===== src/rtl/snake_dir_ctrl.sv =====
// snake_dir_ctrl: direction and step-timing controller for a snake game.
//   Raw push-buttons are synchronised, debounced per bit and decoded into a
//   requested direction. A free-running step timer (frozen while paused)
//   produces a one-cycle tick. On each step the requested direction is
//   committed unless it would reverse the snake onto itself.
// Ports:
//   clk         - single clock, rising edge
//   rst         - synchronous, active-low reset
//   button[2:0] - raw asynchronous push-buttons
//   pause       - freezes the step timer while high
//   tick        - one-cycle game-step strobe
//   dir[1:0]    - committed movement direction
//   dir_changed - one-cycle pulse when dir takes a new value
//   rev_blocked - one-cycle pulse when a reversal request is rejected
module snake_dir_ctrl #(
  parameter int DEB_LEN  = 250000,
  parameter int TICK_DIV = 33554432
) (
  input  logic       clk,
  input  logic       rst,
  input  logic [2:0] button,
  input  logic       pause,
  output logic       tick,
  output logic [1:0] dir,
  output logic       dir_changed,
  output logic       rev_blocked
);

  localparam int DW = (DEB_LEN > 1) ? $clog2(DEB_LEN) : 1;
  localparam logic [DW-1:0] DEB_MAX = DW'(DEB_LEN - 1);
  localparam int TW = $clog2(TICK_DIV);
  localparam logic [TW-1:0] STEP_MAX = TW'(TICK_DIV - 1);

  logic [2:0]    sync1;
  logic [2:0]    sync2;
  logic [2:0]    deb;
  logic [DW-1:0] deb_cnt [3];
  logic [TW-1:0] step_cnt;
  logic          step;
  logic [1:0]    req;
  logic [1:0]    rev_dir;

  // Synchroniser and per-bit debounce. A bit flips only after its
  // synchronised value has disagreed for DEB_LEN consecutive edges.
  always_ff @(posedge clk) begin
    if (!rst) begin
      sync1 <= 3'b101;
      sync2 <= 3'b101;
      deb   <= 3'b101;
      for (int i = 0; i < 3; i++) deb_cnt[i] <= '0;
    end else begin
      sync1 <= button;
      sync2 <= sync1;
      for (int i = 0; i < 3; i++) begin
        if (sync2[i] == deb[i]) begin
          deb_cnt[i] <= '0;
        end else if (deb_cnt[i] == DEB_MAX) begin
          deb[i]     <= sync2[i];
          deb_cnt[i] <= '0;
        end else begin
          deb_cnt[i] <= deb_cnt[i] + 1'b1;
        end
      end
    end
  end

  always_comb begin
    req = 2'b00;
    if (!deb[2])                req = 2'b10;
    else if (deb[1:0] == 2'b01) req = 2'b11;
    else if (deb[1:0] == 2'b10) req = 2'b01;
    else                        req = 2'b00;
  end

  // Reversal pairs are 00<->10 and 01<->11: flip the MSB, keep the LSB.
  assign rev_dir = {~dir[1], dir[0]};
  assign step    = (step_cnt == STEP_MAX) && !pause;

  // Step timer and direction commit. dir is loaded on the same edge that
  // raises tick, so it is already valid in the tick cycle. req comes from
  // the pre-edge debounced bits, so a coincident debounce update waits for
  // the following step.
  always_ff @(posedge clk) begin
    if (!rst) begin
      step_cnt    <= '0;
      tick        <= 1'b0;
      dir         <= 2'b11;
      dir_changed <= 1'b0;
      rev_blocked <= 1'b0;
    end else begin
      tick        <= step;
      dir_changed <= 1'b0;
      rev_blocked <= 1'b0;
      if (!pause) begin
        if (step) step_cnt <= '0;
        else      step_cnt <= step_cnt + 1'b1;
      end
      if (step) begin
        if (req == rev_dir) begin
          rev_blocked <= 1'b1;
        end else if (req != dir) begin
          dir         <= req;
          dir_changed <= 1'b1;
        end
      end
    end
  end

endmodule


===== config.mk =====
export PLATFORM = sky130hd
export DESIGN_NAME = snake_dir_ctrl
export DESIGN_NICKNAME = d
export VERILOG_FILES = /design/src/rtl/snake_dir_ctrl.sv
export SDC_FILE = /design/constraint.sdc
export NUM_CORES = 1
export LEC_CHECK = 0
export CAP_MARGIN = 20
export CORE_UTILIZATION = 55
export CTS_BUF_LIST = sky130_fd_sc_hd__clkbuf_8 sky130_fd_sc_hd__clkbuf_16
export CTS_CLUSTER_DIAMETER = 30
export DETAILED_ROUTE_END_ITERATION = 6
export PLACE_DENSITY_LB_ADDON = 0.1
export SLEW_MARGIN = 0
export SYNTH_ARGS = -nofsm -noshare
export SYNTH_HDL_FRONTEND = slang
export SYNTH_SLANG_ARGS = --single-unit

===== constraint.sdc =====
create_clock -name clk -period 2.1 [get_ports clk]
set_input_delay 0.42 -clock clk [delete_from_list [all_inputs] [get_ports clk]]
set_output_delay 0.42 -clock clk [all_outputs]
set_load 0.005 [all_outputs]

# --- Word level (Yosys, flattened, before mapping) ---
# Memories as Yosys holds them, arrays and structs flattened.
# Cells that the tools add are included.
op_classes:
  n_mux: 49
  addsub: 4
  n_reduce_logical: 8
  n_eq_ne: 11
  n_bitwise: 16
op_table:
  columns: ["operator", "n"]
  rows:
  - ["2-to-1 mux 18 bit", 9]
  - ["adder 18 x 1 -> 18 bit, second input constant", 3]
  - ["equality test 18 bit, second input constant", 3]
  - ["2-to-1 mux 1 bit", 37]
  - ["adder 25 x 1 -> 25 bit, second input constant", 1]
  - ["equality test 25 bit, second input constant", 1]
  - ["2-to-1 mux 25 bit", 1]
  - ["OR 1 bit", 9]
  - ["AND reduction 2 bit", 4]
  - ["inverter 1 bit", 7]
  - ["2-to-1 mux 2 bit", 2]
  - ["equality test 1 bit", 3]
  - ["AND reduction 3 bit", 1]
  - ["OR reduction 3 bit", 1]
  - ["equality test 2 x 1 -> 1 bit, second input constant", 1]
  - ["equality test 2 bit", 1]
  - ["equality test 2 bit, second input constant", 1]
  - ["inequality test 2 bit", 1]
  - ["logical AND 1 bit", 1]
  - ["zero test 1 bit", 1]
totals:
  ramBits: 54
  wordCells: 99
  mem_count: 1
  ff_bits: 39
mem_list:
  columns: ["memory", "words", "width", "read_ports", "rd_clocked_by_memory_dff", "write_ports", "line", "rtl"]
  rows:
  - ["deb_cnt", 3, 18, 3, 0, 3, "37", "logic [DW-1:0] deb_cnt [3];"]

# --- Logic depth before layout (Yosys ltp) ---
# Gate-level depths: netlist (run 1).
# An unclocked memory read counts as a cell.
logic_depth:
  depth_word: 8
  depth_mapped: 7
  ltp_nobuf: 6

# --- Worst setup path after synthesis (run 1) ---
# No wires, ideal clock.
synth_timing:
  path_kind: "reg-to-reg"
  start: "memory deb_cnt[0][0] in the netlist's numbering"
  end: "memory deb_cnt[0][10] in the netlist's numbering, data pin"
  period_less_slack_ns: 2.099
  setup_time_ns: 0.266
  stages_incl_launch_ff: 7
  required_time_ns: 1.834
  path_slack_ns: 0.001
  arrival_ns: 1.833
  path_cell_list: "edfxtp_1 > ha_1 > nand3_1 > or4_1 > o211ai_2 > clkbuf_1 > nor2_1"
synth_rtl:
  columns: ["element", "line"]
  rows:
  - ["start: declaration", "37"]

==> impl_results.md, run 1 <==
* Drt first-iter violations at approximately 170
* H-Tree Depth at 3
* Routed WL at just under 9000 µm
* CTS tree: yes
* Layout area overhead at 17.3%
* Crit path max fanout at 8
* Mapped Area at approximately 4700 µm²
* Ports at 11
* Status: finished, final reports clean
* Skew-Pair Late Insertion Delay at ~0.36 ns
* GR Util All Layers at 0.218
* CP max stage cell: or3b_2
* Largest net degree at the start of global routing at 23
* Die height at 94.3 µm
* Startpoint Class: flop
* Number of synthesis warnings at 0
* Number of synthesized flops with an enable pin at 54
* Final Power at around 3400 µW
* Sequential fraction of the synthesis area at 0.513
* DR pass1 iterations at 4
* Peak supply drop at between 0.4 and 0.5 mV
* Final nets at ~570
* Final hold violation count at 0
* Total core area at 8220 µm²
* Synth Flop Type: edfxtp_1
* TritonCTS Buffers at 9
* Final Cycle Share at 0.959
* CP delay by family, top: simple AND/OR/NAND/NOR gates
* WHS Path Cells at 1
* Average cell area after synthesis at between 9 and 10 µm²
* WP buf/inv at 1
* Final core utilization at 0.668
* Crit end category: flop
* Design area at 5490 µm²
* Remaining DRCs at 0
* Crit-path max cell delay at ~0.5 ns
* Async S/R FF share, synth at 0
* Layout cells sized above 1 at 0.0915
* Initial antenna violation count at 0
* # setup viols final at 0
* Hold WC Path Type: flop to flop
* CP Depth at 5
* Cells along the critical path: or3b_2 > or3_4 > o211ai_2 > buf_6 > a21oi_1
* Most common cell after layout, fill and taps aside: nor2_1
* Flops & latches, synth at 93
* First-pass GRT wire length at between 15000 and 20000 µm
* Final worst path period need at 2.01 ns
* Row cnt at 33
* FMAX at roughly 500 MHz
* Netlist cell types at 41
* CTS clk-pin slew, worst paths at 0.09 ns
* Leak at 0.00193 µW
* Full die area at between 8000 and 9000 µm²
* Placed insts at 656
* Max cap viols at 0
* Worst slew pin tran at around 0.51 ns
* PwrDens at between 600 and 700 nW/µm²
* Placed cell area at approximately 5300 µm²
* Max-Slew Margin vs Limit at 0.655
* Gp weighted congestion at just under 0.8
* Die width at 94.3 µm
* Most frequent cells in the layout: 58 x nor2_1, 54 x edfxtp_1, 54 x conb_1
* Hold buffer count at CTS at 0
* Ant. Diodes at 0
* R2R cell count at 5
* Initial core utilization at 0.570
* DR WL/cell at about 13 µm
* Post-synthesis instance total at about 480
* Worst EP arrival at 2.13 ns
* Non-Filler Instances at between 600 and 700
* CTS Buffer Depth at 2
* Setup CP Type: flop to flop
* Post-DP HPWL at 6300 µm
* Final ANT Viol Nets at 0
* Final Slew Violations at 0
* Vias in the first global route at roughly 3400
* CTS sink count at 93
* Via count at ~3600
* Required time of the critical path at between 2 and 2.5 ns
* Total grt overflow at 0
* Fin Clk Skew at between 0.01 and 0.015 ns
* Clock Root Buffer: clkbuf_8
* Port bufs at 10
* Vias per cell at 5.40
[report_power, final]
part	internal, µW	switching (µW)
clock	579	632
combinational	71.8	89.3
sequential	1980	52.6
total	2630	773
[metal layers]
metal	vias up	track usage	routed length [µm]
met5	-	0	0
met3	6	0.0429	218
met1	1719	0.289	4230
li1	1865	-	-
met2	42	0.356	4290
met4	0	0.0705	80
[cells by family after synthesis]
logic type / synth area share
fa+ha+maj: 0.0134
xor+xnor: 0.0954
flops: 0.513
buf+inv: 0.0307
other cells: 0.000801
mux: 0.00427
compound gates: 0.0836
simple gates: 0.259
[path summary, 6_finish.rpt]
check / start / end / slack [ns]
max: deb_cnt[1][9]$_SDFFCE_PN0P_ / deb_cnt[1][17]$_SDFFCE_PN0P_ / 0.09
min: sync1[0]$_SDFF_PN1_ / sync2[0]$_SDFF_PN1_ / 0.41
max reg2reg: deb_cnt[1][9]$_SDFFCE_PN0P_ / deb_cnt[1][17]$_SDFFCE_PN0P_ / 0.09
min reg2reg: sync1[0]$_SDFF_PN1_ / sync2[0]$_SDFF_PN1_ / 0.41
[Yosys cell counts, types with 2 or more instances]
master	number	area (µm²)
or4_1	17	128
nor4_1	10	62.6
and2_1	2	12.5
nand4_1	19	119
ha_1	5	62.6
nor2b_1	2	12.5
buf_2	2	10.0
nor2_1	58	218
and4_1	6	52.6
o31ai_1	12	90.1
o311ai_0	2	17.5
nand2_1	24	90.1
o21ai_0	16	80.1
dfxtp_1	39	781
nor3_1	8	40.0
edfxtp_1	54	1620
or3b_2	2	17.5
a21oi_1	27	135
nand2b_1	6	37.5
o211ai_1	3	22.5
o211ai_2	2	25.0
xor2_1	28	245
xnor2_1	23	201
clkbuf_1	11	41.3
nor4b_1	4	35.0
nor3b_1	2	15.0
clkbuf_2	2	10.0
and3_1	11	68.8
mux2i_1	2	20.0
inv_1	21	78.8
nand3_1	35	175
or3_1	13	81.3
[metrics by stage]
stage	hold WS [ns]	TNS (ns)	setup slack, ns
finish	0.410	0	0.0852
global route	0.428	-0.00369	-0.00369
CTS	0.412	0	0.0616
detailed placement	0.392	-8.49	-0.387
global placement	0.390	-7.83	-0.367
floorplan	0.386	0	0.000931
[registers in the layout, indices dropped and copies added, names as in the netlist]
signal / flops
deb_cnt: 54
dir_changed: 1
sync2: 3
rev_blocked: 1
dir: 2
deb: 3
step_cnt: 25
sync1: 3
tick: 1
[repair_timing]
action / 4_1_cts / 5_1_grt
gates resized for setup: 1 / 4
buffers inserted: 0 / 1
endpoints found under the setup margin: 4 / 21
pin swaps: 0 / 1
[area by class of cell]
class / count / area (µm²)
Fill cell: 691 / 2720
Clock buffer: 10 / 138
Timing Repair Buffer: 38 / 330
Clock inverter: 6 / 62.6
Inverter: 21 / 78.8
Tap cell: 105 / 131
Multi-Input combinational cell: 400 / 2350
Sequential cell: 93 / 2400
Power figures use the tool's default switching activity.
==> run 2, diff against run 1 <==
- GPL_TIMING_DRIVEN: not set -> 0
- HOLD_SLACK_MARGIN: not set -> 0.06
==> run 2 against run 1 <==
Sequential share of layout area shrank 0.42 points. Critical path depth increased by 1. Worst setup slack got worse by 0.0075 ns. Combinational power about the same. Clock skew is 0.00082 ns lower. Highest routed layer unchanged. Wire length grew 2.9%. Sequential power barely moved. Clock power fell by 3%. Power is 1.1% lower. Cell area increased by 1.2%. Register-to-register slack hardly changed.
==> impl_results.md, run 2 (synthesized netlist as in run 1, its figures left out) <==
* Status: finished, final reports clean
* Drt first-iter violations at 146 (-15%)
* Placed insts at 645 (-1.7%)
* Remaining DRCs at 0 (unchanged)
* Net Sw Power at 779 µW (+0.76%)
* Fin Clk Skew at 0.00954 ns (-0.000816 ns)
* Final worst path period need at 2.02 ns (+0.00747 ns)
* CTS Buffer Depth at 2 (unchanged)
* Row cnt at 33 (unchanged)
* Initial core utilization at 0.570 (unchanged)
* Worst EP arrival at 2.13 ns (about the same)
* Layout area overhead at 18.6%
* Final hold violation count at 0 (unchanged)
* Full die area at 8890 µm² (unchanged)
* DR WL/cell at 13.4 µm (+2.8%)
* Switching part of the total at 0.232 (+0.00435)
* Max cap viols at 0 (unchanged)
* Layout cells sized above 1 at 0.104 (+0.0121)
* Combinational power share at 0.048 (about the same)
* Total grt overflow at 0 (unchanged)
* Regs by FF count: deb_cnt (54), step_cnt (25)
* Final nets at 575 (+0.17%)
* Setup CP Type: flop to flop
* Required time of the critical path at 2.20 ns (about the same)
* Crit path max fanout at 4 (-4)
* Clock Root Buffer: clkbuf_8
* Register bank with the most flops: deb_cnt
* Final ANT Viol Nets at 0 (unchanged)
* Ant. Diodes at 0 (unchanged)
* TritonCTS Buffers at 9 (unchanged)
* CTS tree: yes
* Worst slew pin tran at 0.659 ns (+0.148 ns)
* FMAX at 494 MHz (-0.37%)
* Hold WC Path Type: flop to flop
* Vias in the first global route at 3403 (+0.65%)
* Final Slew Violations at 0 (unchanged)
* CTS sink count at 93 (unchanged)
* Max reg flops at 54 (unchanged)
* Initial antenna violation count at 0 (unchanged)
* Die width at 94.3 µm (unchanged)
* Largest net degree at the start of global routing at 16 (-30%)
* GR Util All Layers at 0.216 (-0.00145)
* Vias per cell at 5.49 (+1.6%)
* Most common cell after layout, fill and taps aside: nor2_1
* Post-DP HPWL at 6290 µm (-0.13%)
* Most frequent cells in the layout: 58 x nor2_1, 54 x edfxtp_1, 54 x conb_1
* Final Cycle Share at 0.963 (+0.00356)
* Max-Slew Margin vs Limit at 0.557 (-0.0978)
* DR pass1 iterations at 5 (+1)
* PwrDens at 605 nW/µm² (-2.3%)
* Power share of the sequential group at 0.606 (+0.009)
* First-pass GRT wire length at 15100 µm (about the same)
* Gp weighted congestion at 0.879 (+12%)
* H-Tree Depth at 3 (unchanged)
* Setup_tns at 0 ns (unchanged)
* Routed WL at 9070 µm (+2.9%)
* Pint at 2580 µW (-1.7%)
* Startpoint Class: flop
* # setup viols final at 0 (unchanged)
* Leak at 0.00190 µW (-1.1%)
* Final-layout fill cell count at 660 (-4.5%)
* CTS clk-pin slew, worst paths at 0.09 ns (about the same)
* Total core area at 8220 µm² (unchanged)
* Ports at 11 (unchanged)
* Skew-Pair Late Insertion Delay at 0.35 ns (about the same)
* Peak supply drop at 0.300 mV (-30%)
* Clk pwr share at 0.346 (-0.010)
* Crit end category: flop
* Non-Filler Instances at 674 (+0.15%)
* Port bufs at 10 (unchanged)
* Die height at 94.3 µm (unchanged)
* Via count at 3697 (+1.8%)
[run 2: stage by stage]
stage	util	instance area, µm²	setup WS (ns)	hold WS, ns	total power, µW
4_1_cts	0.661	5430	0.00654	0.418	3370
3_3_place_gp	0.623	5110	-0.752	0.389	2210
3_5_place_dp	0.623	5110	-0.783	0.392	2210
6_report	0.676	5560	0.0777	0.416	3360
2_1_floorplan	-	4880	0.000931	0.386	2160
5_1_grt	0.676	5560	-0.00457	0.446	3490
[run 2: power groups by stage]
stage                     combinational, µW  clock (µW)  sequential [µW]
final                                   161        1170             2040
after global routing                    184        1260             2050
after CTS                               147        1190             2040
after detailed placement                134           0             2080
after global placement                  131           0             2080
after floorplan                         101           0             2060
[run 2: final cells by class]
| type | count | area (µm²) | area share |
|---|---|---|---|
| flip-flops and latches | 93 | 2410 | 0.433 |
| multi-input cells | 400 | 2450 | 0.440 |
| clock buffers | 11 | 163 | 0.0293 |
| inverters | 21 | 78.8 | 0.0142 |
| well taps | 105 | 131 | 0.0236 |
| clock inverters | 5 | 31.3 | 0.00563 |
| repair buffers | 24 | 208 | 0.0374 |
| plain buffers | 15 | 92.6 | 0.0167 |
[run 2: routing by layer]
| layer | up-vias | GRT usage | wire length, µm |
|---|---|---|---|
| li1 | 1872 | - | - |
| met1 | 1749 | 0.276 | 4210 |
| met2 | 64 | 0.370 | 4380 |
| met3 | 12 | 0.0316 | 327 |
| met4 | 0 | 0.0808 | 140 |
| met5 | - | 0 | 0 |
[run 2: worst paths after layout]
| kind | end | slack, ns | from | depth (start not counted) |
|---|---|---|---|---|
| worst min register to register | sync2[2]$_SDFF_PN1_ | 0.42 | sync1[2]$_SDFF_PN1_ | 1 |
| worst max-delay path | deb_cnt[0][16]$_SDFFCE_PN0P_ | 0.08 | deb_cnt[0][0]$_SDFFCE_PN0P_ | 6 |
| worst max register to register | deb_cnt[0][16]$_SDFFCE_PN0P_ | 0.08 | deb_cnt[0][0]$_SDFFCE_PN0P_ | 6 |
| worst min-delay path | sync2[2]$_SDFF_PN1_ | 0.42 | sync1[2]$_SDFF_PN1_ | 1 |
[run 2: repair_timing]
action | in CTS | in global routing
setup buffers | 7 | 7
pin swaps | 3 | 2
endpoints found under the setup margin | 71 | 56
resized for setup | 23 | 17
hold buffers | 0 | 0
[run 2: worst max-delay path: stages (launching register included)]
cell,delay (ns)
edfxtp_1,0.41
ha_2,0.23
nand3_2,0.11
or4_4,0.54
o211ai_4,0.27
buf_4,0.18
a21oi_1,0.04
